--- config.mk ---
export PLATFORM = sky130hd
export DESIGN_NAME = seq_divider
export DESIGN_NICKNAME = d
export VERILOG_FILES = /design/src/rtl/div_pkg.sv /design/src/rtl/full_subtractor.sv /design/src/rtl/seq_divider.sv
export SDC_FILE = /design/constraint.sdc
export NUM_CORES = 1
export LEC_CHECK = 0
export CORE_UTILIZATION = 51
export CTS_CLUSTER_SIZE = 8
export DETAILED_ROUTE_END_ITERATION = 8
export GPL_ROUTABILITY_DRIVEN = 0
export MAX_ROUTING_LAYER = met4
export PLACE_DENSITY = 0.8
export SETUP_SLACK_MARGIN = 0.1
export SLEW_MARGIN = 20
export SYNTH_ARGS = -nofsm -noshare
export SYNTH_HDL_FRONTEND = slang
export SYNTH_SLANG_ARGS = --single-unit
--- constraint.sdc ---
create_clock -name clk -period 5 [get_ports clk]
set_input_delay 1.5 -clock clk [delete_from_list [all_inputs] [get_ports clk]]
set_output_delay 1.5 -clock clk [all_outputs]
set_load 0.1 [all_outputs]
--- src/rtl/div_pkg.sv ---
// Shared types and sizing helpers for the sequential restoring divider.
package div_pkg;

    typedef enum logic [1:0] {IDLE, RUN, DONE} div_state_t;

    localparam int DIV_WIDTH_DEFAULT = 8;

    // Bits needed to count the WIDTH-1 .. 0 iterations (at least one bit).
    function automatic int cnt_width(input int width);
        return (width <= 2) ? 1 : $clog2(width);
    endfunction

endpackage

--- src/rtl/full_subtractor.sv ---
// One-bit ripple-borrow subtractor cell: d = a - b - b_in, with borrow out.
module full_subtractor (
    input  logic a,
    input  logic b,
    input  logic b_in,
    output logic d,
    output logic b_out
);

    assign d     = a ^ b ^ b_in;
    assign b_out = (~a & b) | (~(a ^ b) & b_in);

endmodule

--- src/rtl/seq_divider.sv ---
// Multi-cycle restoring unsigned divider, one quotient bit per clock, start/busy/done handshake.
// Optional signed mode (is_signed port) is enabled by defining SEQ_DIVIDER_SIGNED_EN.
module seq_divider
    import div_pkg::*;
#(
    parameter int WIDTH = DIV_WIDTH_DEFAULT
) (
    input  logic             clk,
    input  logic             rst,
    input  logic             start,
    input  logic [WIDTH-1:0] dividend,
    input  logic [WIDTH-1:0] divisor,
`ifdef SEQ_DIVIDER_SIGNED_EN
    input  logic             is_signed,
`endif
    output logic             busy,
    output logic             done,
    output logic [WIDTH-1:0] quotient,
    output logic [WIDTH-1:0] remainder,
    output logic             div_by_zero
);

    localparam int CW = cnt_width(WIDTH);

    div_state_t       state, state_nxt;
    logic [CW-1:0]    count;
    logic [WIDTH-1:0] dq, dsr, prem;
    logic [WIDTH:0]   shifted, sub_b, trial;
    logic [WIDTH+1:0] borrow;
    logic             take;
    logic [WIDTH-1:0] dq_nxt, prem_nxt, q_fix, r_fix;
    logic [WIDTH-1:0] dvd_mag, dsr_mag;
    logic             neg_q, neg_r, neg_q_in, neg_r_in;
    logic             accept, div_zero, last_iter;

    assign accept    = (state == IDLE) && start;
    assign div_zero  = (divisor == '0);
    assign last_iter = (state == RUN) && (count == '0);

`ifdef SEQ_DIVIDER_SIGNED_EN
    // Work on magnitudes; the sign flags ride along and fix up the results at capture.
    assign neg_q_in = is_signed & (dividend[WIDTH-1] ^ divisor[WIDTH-1]);
    assign neg_r_in = is_signed & dividend[WIDTH-1];
    assign dvd_mag  = neg_r_in ? -dividend : dividend;
    assign dsr_mag  = (is_signed & divisor[WIDTH-1]) ? -divisor : divisor;
`else
    assign neg_q_in = 1'b0;
    assign neg_r_in = 1'b0;
    assign dvd_mag  = dividend;
    assign dsr_mag  = divisor;
`endif

    // Trial subtraction: shifted partial remainder minus divisor through the borrow chain.
    assign shifted   = {prem, dq[WIDTH-1]};
    assign sub_b     = {1'b0, dsr};
    assign borrow[0] = 1'b0;

    generate
        for (genvar i = 0; i <= WIDTH; i++) begin : g_sub
            full_subtractor u_fs (
                .a     (shifted[i]),
                .b     (sub_b[i]),
                .b_in  (borrow[i]),
                .d     (trial[i]),
                .b_out (borrow[i+1])
            );
        end
    endgenerate

    // trial[WIDTH] is always 0 when no borrow occurs, so the remainder fits in WIDTH bits.
    assign take     = ~borrow[WIDTH+1] & ~trial[WIDTH];
    assign prem_nxt = take ? trial[WIDTH-1:0] : shifted[WIDTH-1:0];
    assign dq_nxt   = {dq[WIDTH-2:0], take};
    assign q_fix    = neg_q ? -dq_nxt : dq_nxt;
    assign r_fix    = neg_r ? -prem_nxt : prem_nxt;

    always_ff @(posedge clk) begin
        if (rst) state <= IDLE;
        else     state <= state_nxt;
    end

    always_comb begin
        state_nxt = state;
        busy      = 1'b0;
        done      = 1'b0;
        case (state)
            IDLE: if (start) state_nxt = div_zero ? DONE : RUN;
            RUN: begin
                busy = 1'b1;
                if (count == '0) state_nxt = DONE;
            end
            DONE: begin
                done      = 1'b1;
                state_nxt = IDLE;
            end
            default: state_nxt = IDLE;
        endcase
    end

    always_ff @(posedge clk) begin
        if (accept) begin
            dq    <= dvd_mag;
            dsr   <= dsr_mag;
            prem  <= '0;
            count <= CW'(WIDTH - 1);
            neg_q <= neg_q_in;
            neg_r <= neg_r_in;
        end else if (state == RUN) begin
            dq    <= dq_nxt;
            prem  <= prem_nxt;
            count <= count - 1'b1;
        end
    end

    // Result registers change only on the edge that enters DONE.
    always_ff @(posedge clk) begin
        if (rst) begin
            quotient    <= '0;
            remainder   <= '0;
            div_by_zero <= 1'b0;
        end else if (accept && div_zero) begin
            quotient    <= '1;
            remainder   <= dividend;
            div_by_zero <= 1'b1;
        end else if (last_iter) begin
            quotient    <= q_fix;
            remainder   <= r_fix;
            div_by_zero <= 1'b0;
        end
    end

endmodule

==> impl_summary.log, run 1 <==
INFO  metric status = finished, final reports clean
INFO  metric synth_edf_count = 16
INFO  metric m1WireLength = about 1900 µm
INFO  metric min_clock_period_post_route = ~4.6 ns
INFO  metric die_area = ~4300 µm²
INFO  metric clock_tree.htree_level_count = 2
INFO  metric layout.filler_cells = approximately 280
INFO  metric seq_area = around 1100 µm²
INFO  metric place.port_buffers = 37
INFO  metric dieHeight = between 60 and 70 µm
INFO  metric finalHoldViolCount = 0
INFO  metric power.net_switching = between 0.0003 and 0.0004 W
INFO  metric place.detailed.hpwl = around 3500 µm
INFO  metric synth-xor-area-share = 1.32%
INFO  metric finalNonFillerCells = about 260
INFO  metric yosys_register_bits = 46
INFO  metric timing.slew.headroom = 34.5%
INFO  metric synth-adder-area-share = under 10%
INFO  metric cap_viol_max_count = 0
INFO  metric detail_route.wl_per_cell = approximately 18 µm
INFO  metric required = 5.25 ns
INFO  metric worst_path_most_repeated_cell = fa_1
INFO  metric crit_path_cell_trace = ha_1 -> fa_1 -> fa_1 -> fa_1 -> fa_1 -> fa_1 -> fa_1 -> fa_1 -> xnor2_4 -> mux2_4 -> a21oi_1 -> o221a_2
INFO  metric worstSkewPairLatency = ~0.30 ns
INFO  metric seq_area_frac_synth = between 50 and 60%
INFO  metric place_worst_setup_slack = 0.419 ns
INFO  metric total_cts_buffers = 5
INFO  metric globalRouteOverflowTotal = 0
INFO  metric ys_top_cells_by_area = dfxtp_1 29%, edfxtp_1 23%, fa_1 6.7%, o221a_2 5.9%, mux2_4 3.6%
INFO  metric cts-root-to-sink-buffers = 2
INFO  metric rr_startpoint = dsr[0]
INFO  metric finalCoreUtilization = between 60 and 70%
INFO  metric setup-tns-final = 0 ns
INFO  metric floorplan.initialDensity = 54.9%
INFO  metric antenna_diode_count = 0
INFO  metric p_leak = 0.961 nW
INFO  metric logic_depth_of_the_worst_register_to_register_path = 12
INFO  metric synth_mux_area_share = 5.22%
INFO  metric sequential_share_of_power = approximately 43%
INFO  metric crit_cells = 12
INFO  metric route.antenna.remaining_nets = 0
INFO  metric setup.reg_to_reg.worst_slack = 0.36 ns
INFO  metric clock_tree.root_cell = clkbuf_8
INFO  metric share_comb_of_total_power = 34.5%
INFO  metric synth_top_family_by_area = compound AO/OA/AOI/OAI gates
INFO  metric floorplan.core_area = approximately 3800 µm²
INFO  metric highest_attainable_clock_frequency = between 200 and 250 MHz
INFO  metric relative_area_change_from_synthesis_to_final_layout = 23.9%
INFO  metric drt_pre_antenna_iters = 4
INFO  metric cellPowerDensity = ~440 nW/µm²
INFO  metric tritoncts = built
INFO  metric row_count = 22
INFO  metric synth_top_area_share = between 20% and 30%
INFO  metric cp_top_family = adder cells
INFO  metric synth_top_flop_cell = dfxtp_1
INFO  metric yosys_warnings = 0
INFO  metric synth_nets = 205
INFO  metric pwr-share-clk = a little under a quarter
INFO  metric yosys.area_share.simple = between 10% and 20%
INFO  metric slowest_delay = between 0.4 and 0.5 ns
INFO  metric critPathBufInv = 0
INFO  metric critical_path_arrival = between 4 and 5 ns
INFO  metric wirelength = 4790 µm
INFO  metric crit_path_start_kind = flip-flop
INFO  metric cts_num_sinks = 46
INFO  metric post_cts.repair.setup_buffers = 0
INFO  metric grt_start_max_net_pins = 23
INFO  metric final.setup.worst_slack = 0.364 ns
INFO  metric dr_wl_met3 = around 230 µm
INFO  metric timing_worst_slew_pin_value = around 0.98 ns
INFO  metric place.detailed.instances = between 200 and 300
INFO  metric routed-via-count = 1,519
INFO  metric met2_length = 2550 µm
INFO  metric setup_repair_after_global_routing_missed_its_margin = no
INFO  metric finalClockSkew = between 0.006 and 0.007 ns
INFO  metric first_global_vias = 1,595
INFO  metric timing.hold.worst.class = flip-flop to flip-flop
INFO  metric syn_area_per_cell = around 12 µm²
INFO  metric crit_path_max_fanout = 10
INFO  metric route.detailed.vias_per_inst = roughly 5.8
INFO  metric final_min_period_over_clock_period = 92.7%
INFO  metric die_width = 66.0 µm
INFO  metric drive_above_1_share = between 15 and 20%
INFO  metric setup.worst_path.end = remainder[1]
INFO  metric grt_antenna_before_repair = 0
INFO  metric finalSetupViolations = 0
INFO  metric route.top_layer_used = met4
INFO  metric crit_start = dsr[0]
INFO  metric io_pins = 38
INFO  metric grt_first_pass_wirelength = between 7000 and 8000 µm
INFO  metric post-route-drc-count = 0
INFO  metric path_clk_slew = 0.08 ns
INFO  metric post_synth_instance_area = between 2000 and 2500 µm²
INFO  metric cp_capture_type = flip-flop
INFO  metric timing.setup.critical_path_class = flip-flop to flip-flop
INFO  metric power_report.internal_total = 0.000762 W
INFO  metric async_flop_share = 0%
INFO  metric yosys.cell_types.count = 37
INFO  metric max-vdd-ir-drop = ~0.36 mV
INFO  metric grt_usage = a little over a quarter
INFO  metric detailedRoute.firstIterationViolations = 130
INFO  metric finalMaxSlewViolations = 0
INFO  metric finish.net_count = 241
INFO  metric top_cell_type_by_total_area_after_synthesis = dfxtp_1
INFO  metric area_fraction_in_compound_gates_after_synthesis = between 10% and 20%
INFO  metric critPathSlowestCell = fa_1
INFO  metric p_sw_share = between 30% and 40%
INFO  metric area_of_the_multi_input_gates = about 920 µm²
INFO  metric cts-resized-gates = 0
INFO  metric reg2reg_to = remainder[1]
INFO  metric synthCells = between 150 and 200
INFO  metric hold_buffers = 0
## power groups by stage
stage	clock network (W)	registers (W)	logic, W
floorplan	0	0.000485	0.000282
global placement	0	0.000486	0.000348
detailed placement	0	0.000490	0.000383
CTS	0.000258	0.000482	0.000387
global route	0.000276	0.000488	0.000424
finish	0.000254	0.000483	0.000389
## worst reg2reg max path, cell delays in order (launching register included)
cell,delay [ns]
edfxtp_1,0.38
ha_1,0.23
fa_1,0.39
fa_1,0.39
fa_1,0.40
fa_1,0.42
fa_1,0.40
fa_1,0.40
fa_1,0.46
xnor2_4,0.40
mux2_4,0.36
a21oi_1,0.16
o221a_2,0.20
## stage by stage
step | hold WS (ns) | power [W] | instance area [µm²]
2_1_floorplan | 0.433 | 0.000767 | 2090
3_3_place_gp | 0.443 | 0.000834 | 2480
3_5_place_dp | 0.450 | 0.000873 | 2480
4_1_cts | 0.462 | 0.00113 | 2580
5_1_grt | 0.496 | 0.00119 | 2580
6_report | 0.460 | 0.00113 | 2580
## placed cells by master, fill, tap and decap left out, drive strengths merged, types with 2 or more instances in the layout
cell and n:
nor2 4, dfxtp 30, clkdlybuf4s50 37, nor4 2
a21o 3, nor3 5, ha 3, and2 3
and3 2, fa 7, nand2b 2, o221a 13
a221o 3, o21ai 10, nand2 21, a21oi 8
clkbuf 7, inv 12, edfxtp 16, nand3 9
mux2 8
## logic make-up (layout without fill, tap and decap cells)
logic type | count (synthesis) | count (layout)
xor+xnor | 1 | 1
buf+inv | 21 | 58
simple gates | 50 | 50
fa+ha+maj | 10 | 10
flops | 46 | 46
mux | 8 | 8
compound gates | 40 | 40
## metal layers
| layer | track usage (%) | vias to the layer above |
|---|---|---|
| met1 | 28.2 | 734 |
| li1 | - | 709 |
| met3 | 5.00 | 16 |
| met4 | 13.6 | 0 |
| met2 | 45.2 | 60 |
| met5 | - | - |
## cell usage after synthesis, drive strengths merged, types with 5 or more instances
master / number
nand3: 9
nor3: 5
nand2: 21
fa: 7
o21ai: 10
edfxtp: 16
o221a: 13
mux2: 8
inv: 12
a21oi: 8
dfxtp: 30
## final cells by class
cell class	instances	area share, %
Clock buffer	7	3.78
Clock inverter	1	0.291
Inverter	13	1.89
Multi-Input combinational cell	109	35.5
Sequential cell	46	41.8
Tap cell	48	2.32
Timing Repair Buffer	37	14.3
## sequential cells by signal, summed over array words and instances (netlist names)
signal	flops
count	3
div_by_zero	1
dq	8
dsr	8
prem	8
quotient	8
remainder	8
state	2
## worst min path at each step
stage / start / endpoint / slack [ns] / cells past startpoint
finish: div_by_zero / div_by_zero / 0.46 / 2
global route: div_by_zero / div_by_zero / 0.50 / 2
CTS: div_by_zero / div_by_zero / 0.46 / 2
detailed placement: div_by_zero / div_by_zero / 0.45 / 2
global placement: count[0] / count[0] / 0.44 / 1
floorplan: count[0] / count[0] / 0.43 / 1
Power figures use the tool's default switching activity.
==> run 2, diff against run 1 <==
--- a/config.mk
+++ b/config.mk
@@ -9,7 +9,6 @@
 export CTS_CLUSTER_SIZE = 8
 export DETAILED_ROUTE_END_ITERATION = 8
 export GPL_ROUTABILITY_DRIVEN = 0
-export MAX_ROUTING_LAYER = met4
 export PLACE_DENSITY = 0.8
 export SETUP_SLACK_MARGIN = 0.1
 export SLEW_MARGIN = 20
==> impl_summary.log, run 2 (synthesis results as in run 1) <==
INFO  metric io_pins = 38 (unchanged)
INFO  metric relative_area_change_from_synthesis_to_final_layout = 23.9% (unchanged)
INFO  metric post-route-drc-count = 0 (unchanged)
INFO  metric drt_pre_antenna_iters = 4 (unchanged)
INFO  metric status = finished, final reports clean
INFO  metric die_area = 4350 µm² (unchanged)
INFO  metric cts-root-to-sink-buffers = 2 (unchanged)
INFO  metric cellPowerDensity = 436 nW/µm² (about the same)
INFO  metric timing_worst_slew_pin_value = 0.979 ns (-0.00113 ns)
INFO  metric sequential_share_of_power = 42.9% (about the same)
INFO  metric place.port_buffers = 37 (unchanged)
INFO  metric min_clock_period_post_route = 4.64 ns (+0.00408 ns)
INFO  metric grt_usage = 25.3% (-0.73 points)
INFO  metric highest_attainable_clock_frequency = 216 MHz (about the same)
INFO  metric floorplan.initialDensity = 54.9% (unchanged)
INFO  metric final_common_cell = clkdlybuf4s50_1
INFO  metric finalHoldViolCount = 0 (unchanged)
INFO  metric place_worst_setup_slack = 0.419 ns (unchanged)
INFO  metric timing.hold.worst.class = flip-flop to flip-flop
INFO  metric finalMaxSlewViolations = 0 (unchanged)
INFO  metric place.detailed.hpwl = 3540 µm (unchanged)
INFO  metric drive_above_1_share = 16.4% (unchanged)
INFO  metric p_leak = 0.961 nW (unchanged)
INFO  metric row_count = 22 (unchanged)
INFO  metric timing.setup.critical_path_class = flip-flop to flip-flop
INFO  metric cp_top_family = adder cells
INFO  metric finalSetupViolations = 0 (unchanged)
INFO  metric die_width = 66.0 µm (unchanged)
INFO  metric power_report.internal_total = 0.000762 W (about the same)
INFO  metric p_sw_share = 32.3% (about the same)
INFO  metric grt_antenna_before_repair = 0 (unchanged)
INFO  metric pwr-share-clk = 22.7% (about the same)
INFO  metric hold_buffers = 0 (unchanged)
INFO  metric route.detailed.vias_per_inst = 5.79 (-0.59%)
INFO  metric route.antenna.remaining_nets = 0 (unchanged)
INFO  metric tritoncts = built
INFO  metric wirelength = 4800 µm (+0.13%)
INFO  metric cts_num_sinks = 46 (unchanged)
INFO  metric critPathBufInv = 0 (unchanged)
INFO  metric finalClockSkew = 0.00532 ns (-0.000968 ns)
INFO  metric critPathSlowestCell = fa_1
INFO  metric grt_start_max_net_pins = 23 (unchanged)
INFO  metric setup-tns-final = 0 ns (unchanged)
INFO  metric cp_capture_type = flip-flop
INFO  metric detail_route.wl_per_cell = 18.4 µm (+0.13%)
INFO  metric floorplan.core_area = 3800 µm² (unchanged)
INFO  metric detailedRoute.firstIterationViolations = 106 (-18%)
INFO  metric required = 5.25 ns (about the same)
INFO  metric slowest_delay = 0.46 ns (about the same)
INFO  metric clock_tree.root_cell = clkbuf_8
INFO  metric critical_path_arrival = 4.89 ns (about the same)
INFO  metric timing.slew.headroom = 34.5% (+0.075 points)
INFO  metric final_min_period_over_clock_period = 92.8% (about the same)
INFO  metric worst_path_most_repeated_cell = fa_1
INFO  metric clock_tree.htree_level_count = 2 (unchanged)
INFO  metric setup_repair_after_global_routing_missed_its_margin = no
INFO  metric share_comb_of_total_power = 34.4% (about the same)
INFO  metric finish.net_count = 241 (unchanged)
INFO  metric final_cell_mix = 37 x clkdlybuf4s50_1, 30 x dfxtp_1, 20 x nand2_1
INFO  metric cts-resized-gates = 0 (unchanged)
INFO  metric globalRouteOverflowTotal = 0 (unchanged)
INFO  metric routed-via-count = 1,510 (-0.59%)
INFO  metric path_clk_slew = 0.08 ns (about the same)
INFO  metric worstSkewPairLatency = 0.30 ns (about the same)
INFO  metric crit_path_cell_trace = ha_1 -> fa_1 -> fa_1 -> fa_1 -> fa_1 -> fa_1 -> fa_1 -> fa_1 -> xnor2_4 -> mux2_4 -> a21oi_1 -> o221a_2
INFO  metric post_cts.repair.setup_buffers = 0 (unchanged)
INFO  metric first_global_vias = 1,605 (+0.63%)
INFO  metric antenna_diode_count = 0 (unchanged)
INFO  metric crit_path_start_kind = flip-flop
INFO  metric final.setup.worst_slack = 0.360 ns (-0.00408 ns)
INFO  metric power.net_switching = 0.000363 W (+0.12%)
INFO  metric dieHeight = 66.0 µm (unchanged)
INFO  metric crit_path_max_fanout = 10 (unchanged)
INFO  metric cap_viol_max_count = 0 (unchanged)
INFO  metric grt_first_pass_wirelength = 7890 µm (-0.27%)
INFO  metric max-vdd-ir-drop = 0.357 mV (about the same)
INFO  metric total_cts_buffers = 5 (unchanged)
==> run 2: cell counts in the layout (fill, tap and decap cells not counted) <==
Identical to the previous run, type by type.
==> run 2: area by class of cell <==
class | instances | area (µm²)
clock buffers | 7 | 97.6
well taps | 48 | 60.1
multi-input cells | 109 | 918
clock inverters | 1 | 7.51
flip-flops and latches | 46 | 1080
repair buffers | 37 | 370
inverters | 13 | 48.8
fillers | 283 | 1210
==> run 2: path summary, 6_finish.rpt <==
path / startpoint / endpoint / slack, ns / depth (start not counted)
worst max-delay path: dsr[0] / remainder[1] / 0.36 / 12
worst min-delay path: div_by_zero / div_by_zero / 0.46 / 2
worst max register to register: dsr[0] / remainder[1] / 0.36 / 12
worst min register to register: div_by_zero / div_by_zero / 0.46 / 2
==> run 2: power groups by stage <==
| stage | logic (W) | clock network [W] | registers, W |
|---|---|---|---|
| floorplan | 0.000282 | 0 | 0.000485 |
| global placement | 0.000348 | 0 | 0.000486 |
| detailed placement | 0.000383 | 0 | 0.000490 |
| CTS | 0.000387 | 0.000258 | 0.000482 |
| global route | 0.000424 | 0.000274 | 0.000488 |
| finish | 0.000387 | 0.000255 | 0.000483 |
==> run 2: through the flow <==
| stage | util (%) | total power (W) | hold slack, ns | area [µm²] | std cells |
|---|---|---|---|---|---|
| finish | 68.0 | 0.00113 | 0.459 | 2580 | 261 |
| global route | 68.0 | 0.00119 | 0.496 | 2580 | 261 |
| CTS | 68.0 | 0.00113 | 0.462 | 2580 | 261 |
| detailed placement | 65.3 | 0.000873 | 0.450 | 2480 | 253 |
| global placement | 65.3 | 0.000834 | 0.443 | 2480 | 253 |
| floorplan | - | 0.000767 | 0.433 | 2090 | 176 |
==> run 2: tightest hold or removal path: cells and delay by family, from the launching register on <==
kind,cells,cell delay [ns]
flops,1,0.32
simple gates,1,0.05
compound gates,1,0.05
==> run 2: per-layer routing <==
metal | part of all wire (%) | track usage, % | wire length, µm
met1 | 39 | 27.8 | 1860
met2 | 53 | 45.3 | 2550
met3 | 5.0 | 5.00 | 240
met4 | 3.1 | 13.8 | 151
met5 | 0 | 0 | 0
==> edit 1, RTL diff (config.mk and constraints of run 1) <==
Build with the macro `SEQ_DIVIDER_SIGNED_EN` defined.
--- a/src/rtl/seq_divider.sv
+++ b/src/rtl/seq_divider.sv
@@ -2,2 +2,4 @@
 // Optional signed mode (is_signed port) is enabled by defining SEQ_DIVIDER_SIGNED_EN.
+`define SEQ_DIVIDER_SIGNED_EN
+
 module seq_divider
Interface: changed (added is_signed); port bits go from 38 to 39. The function was not compared with the original's and may differ.
==> edit 1 against run 1 <==
Wire length up 34%; setup slack worse by 0.076 ns; sequential cell count up 2; synthesized area up 33%; power up 34%; worst hold slack better by 0.0078 ns; via count up 53%; design area up 30%; largest power group is now combinational cells.
==> edit 1: results (changes against run 1) <==
Max incr delay on CP: 0.42 ns (was 0.46 ns)
Ranking of synthesized cells by area: dfxtp_1 22%, edfxtp_1 19%, fa_1 5.0% (was dfxtp_1 29%, edfxtp_1 23%, fa_1 6.7%)
Fin area: 3350 um2 (was 2580 um2)
Gr usage total: 25.2% (was 26.0%)
Total Power: 1.51 mW (was 1.13 mW)
Fill cell count: 419 (was 283)
Largest net degree at the start of global routing: 25 (was 23)
Layout cell share with drive strength beyond 1: 9.44% (was 16.4%)
Inverters: 25 (was 13)
Non-clock buffering overhead: 13.1% (was 14.3%)
Placed cells: 397 (was 253)
Final Util: 64.9% (was 68.0%)
Comb pwr: 750 uW (was 389 uW)
Final net count: 371 (was 241)
Multi-In Gates: 212 (was 109)
Worst hold path cell count: 1 (was 2)
Sequential Power Share: 35.4% (was 42.9%)
Post-synth EDFFs: 18 (was 16)
Hold Startpoint: count[0] (was div_by_zero)
# clk buffers: 5 (was 7)
P_leak: 1.26 nW (was 0.961 nW)
Unique masters post-synth: 52 (was 37)
Status: complete, no violations (unchanged)
Post-Route WL: 6.44 mm (was 4.79 mm)
Mux contribution to synthesized area: 4.45% (was 5.22%)
XOR/XNOR Fraction of Synth Area: 7.92% (was 1.32%)
Post-Route M1 WL: 2.92 mm (was 1.87 mm)
Post-synthesis cell count: 299 (was 176)
Worst-path fanout max: 8 (was 10)
Met2 WL: 3.01 mm (was 2.55 mm)
Hold worst-path end: count[0] (was div_by_zero)
Worst slack after detailed placement: 0.169 ns (was 0.419 ns)
Worst vdd ir: 0.000224 V (was 0.000357 V)
End of the worst register-to-register path: quotient[4] (was remainder[1])
Critical path data arrival time: 4.92 ns (was 4.88 ns)
Adder-Cell Fraction of Synth Area: 7.74% (was 8.52%)
Vias: 2322 (was 1519)
First-pass GRT wire length: 10.3 mm (was 7.91 mm)
Vias in the first global route: 2045 (was 1595)
Final cell count without fillers: 409 (was 261)
Tightest slew margin relative to the limit: 34.6% (was 34.5%)
Initial DRC Count: 222 (was 130)
Internal power component: 904 uW (was 762 uW)
Reg2reg path depth: 20 (was 12)
Worst Skew: 0.00946 ns (was 0.00629 ns)
Critical path's slowest cell: edfxtp_1 (was fa_1)
Clock slew at reported path FFs: 0.09 ns
Sequential area share after synthesis: 41.0% (was 51.8%)
Post-synth top cells: 30 x dfxtp_1, 24 x inv_1, 22 x nand2_1, 21 x nor2_1, 20 x o21ai_0 (was 30 x dfxtp_1, 20 x nand2_1, 16 x edfxtp_1, 11 x inv_1, 11 x o221a_2)
Worst hold slack: 0.467 ns (was 0.460 ns)
Fraction of area in multi-input gates: 45.0% (was 35.5%)
Clock network share of area: 2.46% (was 4.07%)
Post-DP Area: 3220 um2 (was 2480 um2)
Non-CTS buffers: 46 (was 37)
R2R Setup Slk: 0.29 ns (was 0.36 ns)
Post-layout minimum cycle time: 4.71 ns (was 4.64 ns)
Detailed Place HPWL: 4.81 mm (was 3.54 mm)
CTS Sinks: 48 (was 46)
Met3 routed WL: 463 um (was 228 um)
Compound-gate portion of the synthesized area: 16.1% (was 14.9%)
edit 1: cell types whose count changed in the layout (fill, tap and decap cells not counted), moves of 5 or more:
cell / before / now
a21oi_1: 8 / 14
a211oi_1: 1 / 7
xnor2_1: 0 / 11
nor2_1: 3 / 21
inv_1: 11 / 24
mux2_4: 5 / 0
mux2i_1: 0 / 8
buf_4: 0 / 9
xor2_1: 0 / 11
o21ai_0: 10 / 20
nor3_1: 5 / 14
o221a_2: 11 / 0
edit 1: cell families after synthesis:
| family | after synthesis |
|---|---|
| AOI/OAI and AO/OA | 69 |
| muxes | 12 |
| buffers and inverters | 39 |
| adders and majority gates | 13 |
| DFF | 48 |
| and+or+nand+nor | 95 |
| xor gates and xnor gates | 23 |
edit 1: layer usage:
layer,global-route usage (%),up-vias
li1,-,1138
met1,35.3,1094
met2,38.5,84
met3,3.97,6
met4,5.56,0
met5,-,-
==> edit 2, RTL diff (config.mk and constraints of run 1) <==
Without the edit above. Make the reset (`rst`) asynchronous in 2 clocked blocks.
--- a/src/rtl/seq_divider.sv
+++ b/src/rtl/seq_divider.sv
@@ -76,3 +76,3 @@
 
-    always_ff @(posedge clk) begin
+    always_ff @(posedge clk or posedge rst) begin
         if (rst) state <= IDLE;
@@ -115,3 +115,3 @@
     // Result registers change only on the edge that enters DONE.
-    always_ff @(posedge clk) begin
+    always_ff @(posedge clk or posedge rst) begin
         if (rst) begin
Function: differs if rst is asserted again (counterexample within 4 cycles, from zero or initial values and one cycle with rst high); with rst held inactive, the same outputs for 10 cycles.
==> edit 2 against run 1 <==
Setup slack worse by 0.030 ns; synthesized area fell by 0.36%; count of clock-buffer cells in the layout unchanged; die area down 0.35%; clock skew is 0.0041 ns higher; cell count down 1.1%; global-route usage shrank 0.18 points; wire length decreased by 1.7%; sequential share of layout area increased by 3.7 points; largest cell class unchanged; design area did not move; sequential cell count did not move; critical endpoint is now remainder[2]; core utilization up 0.50 points.
Power is left out: the tool's default activity adds up to more than one toggle a clock period on the data nets, which glitch-free logic cannot reach.
==> edit 2: results (changes against run 1) <==
Status: complete, no violations (unchanged)
Asr flop ratio synth: 41.3% (was 0%)
Critical path's slowest cell: xnor2_2 (was fa_1)
Syn_nets: 198 (was 205)
Fill cell count: 286 (was 283)
Unique masters post-synth: 39 (was 37)
Detailed Place HPWL: 3.37 mm (was 3.54 mm)
Ranking of synthesized cells by area: edfxtp_1 23%, dfrtp_1 23%, dfxtp_1 11% (was dfxtp_1 29%, edfxtp_1 23%, fa_1 6.7%)
Met2 GRT Util: 43.8% (was 45.2%)
Tightest slew margin relative to the limit: 33.6% (was 34.5%)
Drt wl/cell: 18.3 um (was 18.4 um)
Critical path data arrival time: 4.84 ns (was 4.88 ns)
Post-synthesis cell count: 169 (was 176)
Max incr delay on CP: 0.54 ns (was 0.46 ns)
Layout cell share with drive strength beyond 1: 8.10% (was 16.4%)
Via-to-Cell Ratio: 6.00 (was 5.82)
Met1 Usage GRT: 29.2% (was 28.2%)
Post-Route WL: 4.71 mm (was 4.79 mm)
Worst Skew: 0.0104 ns (was 0.00629 ns)
YS warnings: 0 (unchanged)
Clock buffer depth: 2 (unchanged)
Vias in the first global route: 1651 (was 1595)
Sequential area share after synthesis: 56.6% (was 51.8%)
GR Util met3: 4.31% (was 5.00%)
Placed cells: 250 (was 253)
Post-synth top cells: 25 x nand2_1, 19 x dfrtp_1, 17 x inv_1, 16 x edfxtp_1, 11 x dfxtp_1 (was 30 x dfxtp_1, 20 x nand2_1, 16 x edfxtp_1, 11 x inv_1, 11 x o221a_2)
Final Util: 68.5% (was 68.0%)
Initial DRC Count: 85 (was 130)
Gr usage total: 25.9% (was 26.0%)
Main synth FF type: dfrtp_1 (was dfxtp_1)
Largest net degree at the start of global routing: 26 (was 23)
Clock root buffer: clkbuf_8 (unchanged)
Final net count: 238 (was 241)
Post-DP Area: 2490 um2 (was 2480 um2)
[edit 2: cell count changes after synthesis, sizes merged, moves of 5 or more]
cell / delta
inv: +7
a21oi: -7
dfrtp: +19
o21ai: -6
nand3: -9
nor3: -5
o22ai: +6
o221ai: +6
nand4: +6
o221a: -12
o22a: +8
dfxtp: -19
[edit 2: layout make-up]
cell class | count | share of cell area, %
flip-flops and latches | 46 | 45.5
multi-input cells | 97 | 30.8
repair buffers | 39 | 14.9
clock buffers | 7 | 3.34
inverters | 20 | 2.91
well taps | 48 | 2.32
clock inverters | 1 | 0.194
[edit 2: cell families after synthesis]
group	synth area share (%)
AOI/OAI and AO/OA	13.5
xor gates and xnor gates	0.783
buffers and inverters	5.12
adders and majority gates	8.55
and+or+nand+nor	11.1
muxes	4.27
DFF	56.6
[edit 2: path summary, 6_finish.rpt]
kind | from | to | slack, ns | cells past startpoint
hold reg to reg | quotient[7] | quotient[7] | 0.50 | 1
setup reg to reg | dsr[0] | remainder[2] | 0.33 | 11
hold / removal | quotient[7] | quotient[7] | 0.50 | 1
min in group asynchronous | rst | remainder[1] | 1.65 | 2
setup / recovery | dsr[0] | remainder[2] | 0.33 | 11
max in group asynchronous | rst | state[0] | 2.86 | 2
[edit 2: per-stage QoR]
stage          hold slack, ns  setup slack, ns
5_1_grt                 0.512            0.188
3_5_place_dp            0.478            0.389
2_1_floorplan           0.442            0.746
4_1_cts                 0.502            0.338
6_report                0.497            0.335
3_3_place_gp            0.461            0.576
[edit 2: layer usage]
| metal | share of wire [%] | vias up |
|---|---|---|
| li1 | - | 693 |
| met1 | 40 | 793 |
| met2 | 53 | 45 |
| met3 | 3.8 | 17 |
| met4 | 2.9 | 0 |
| met5 | 0 | - |
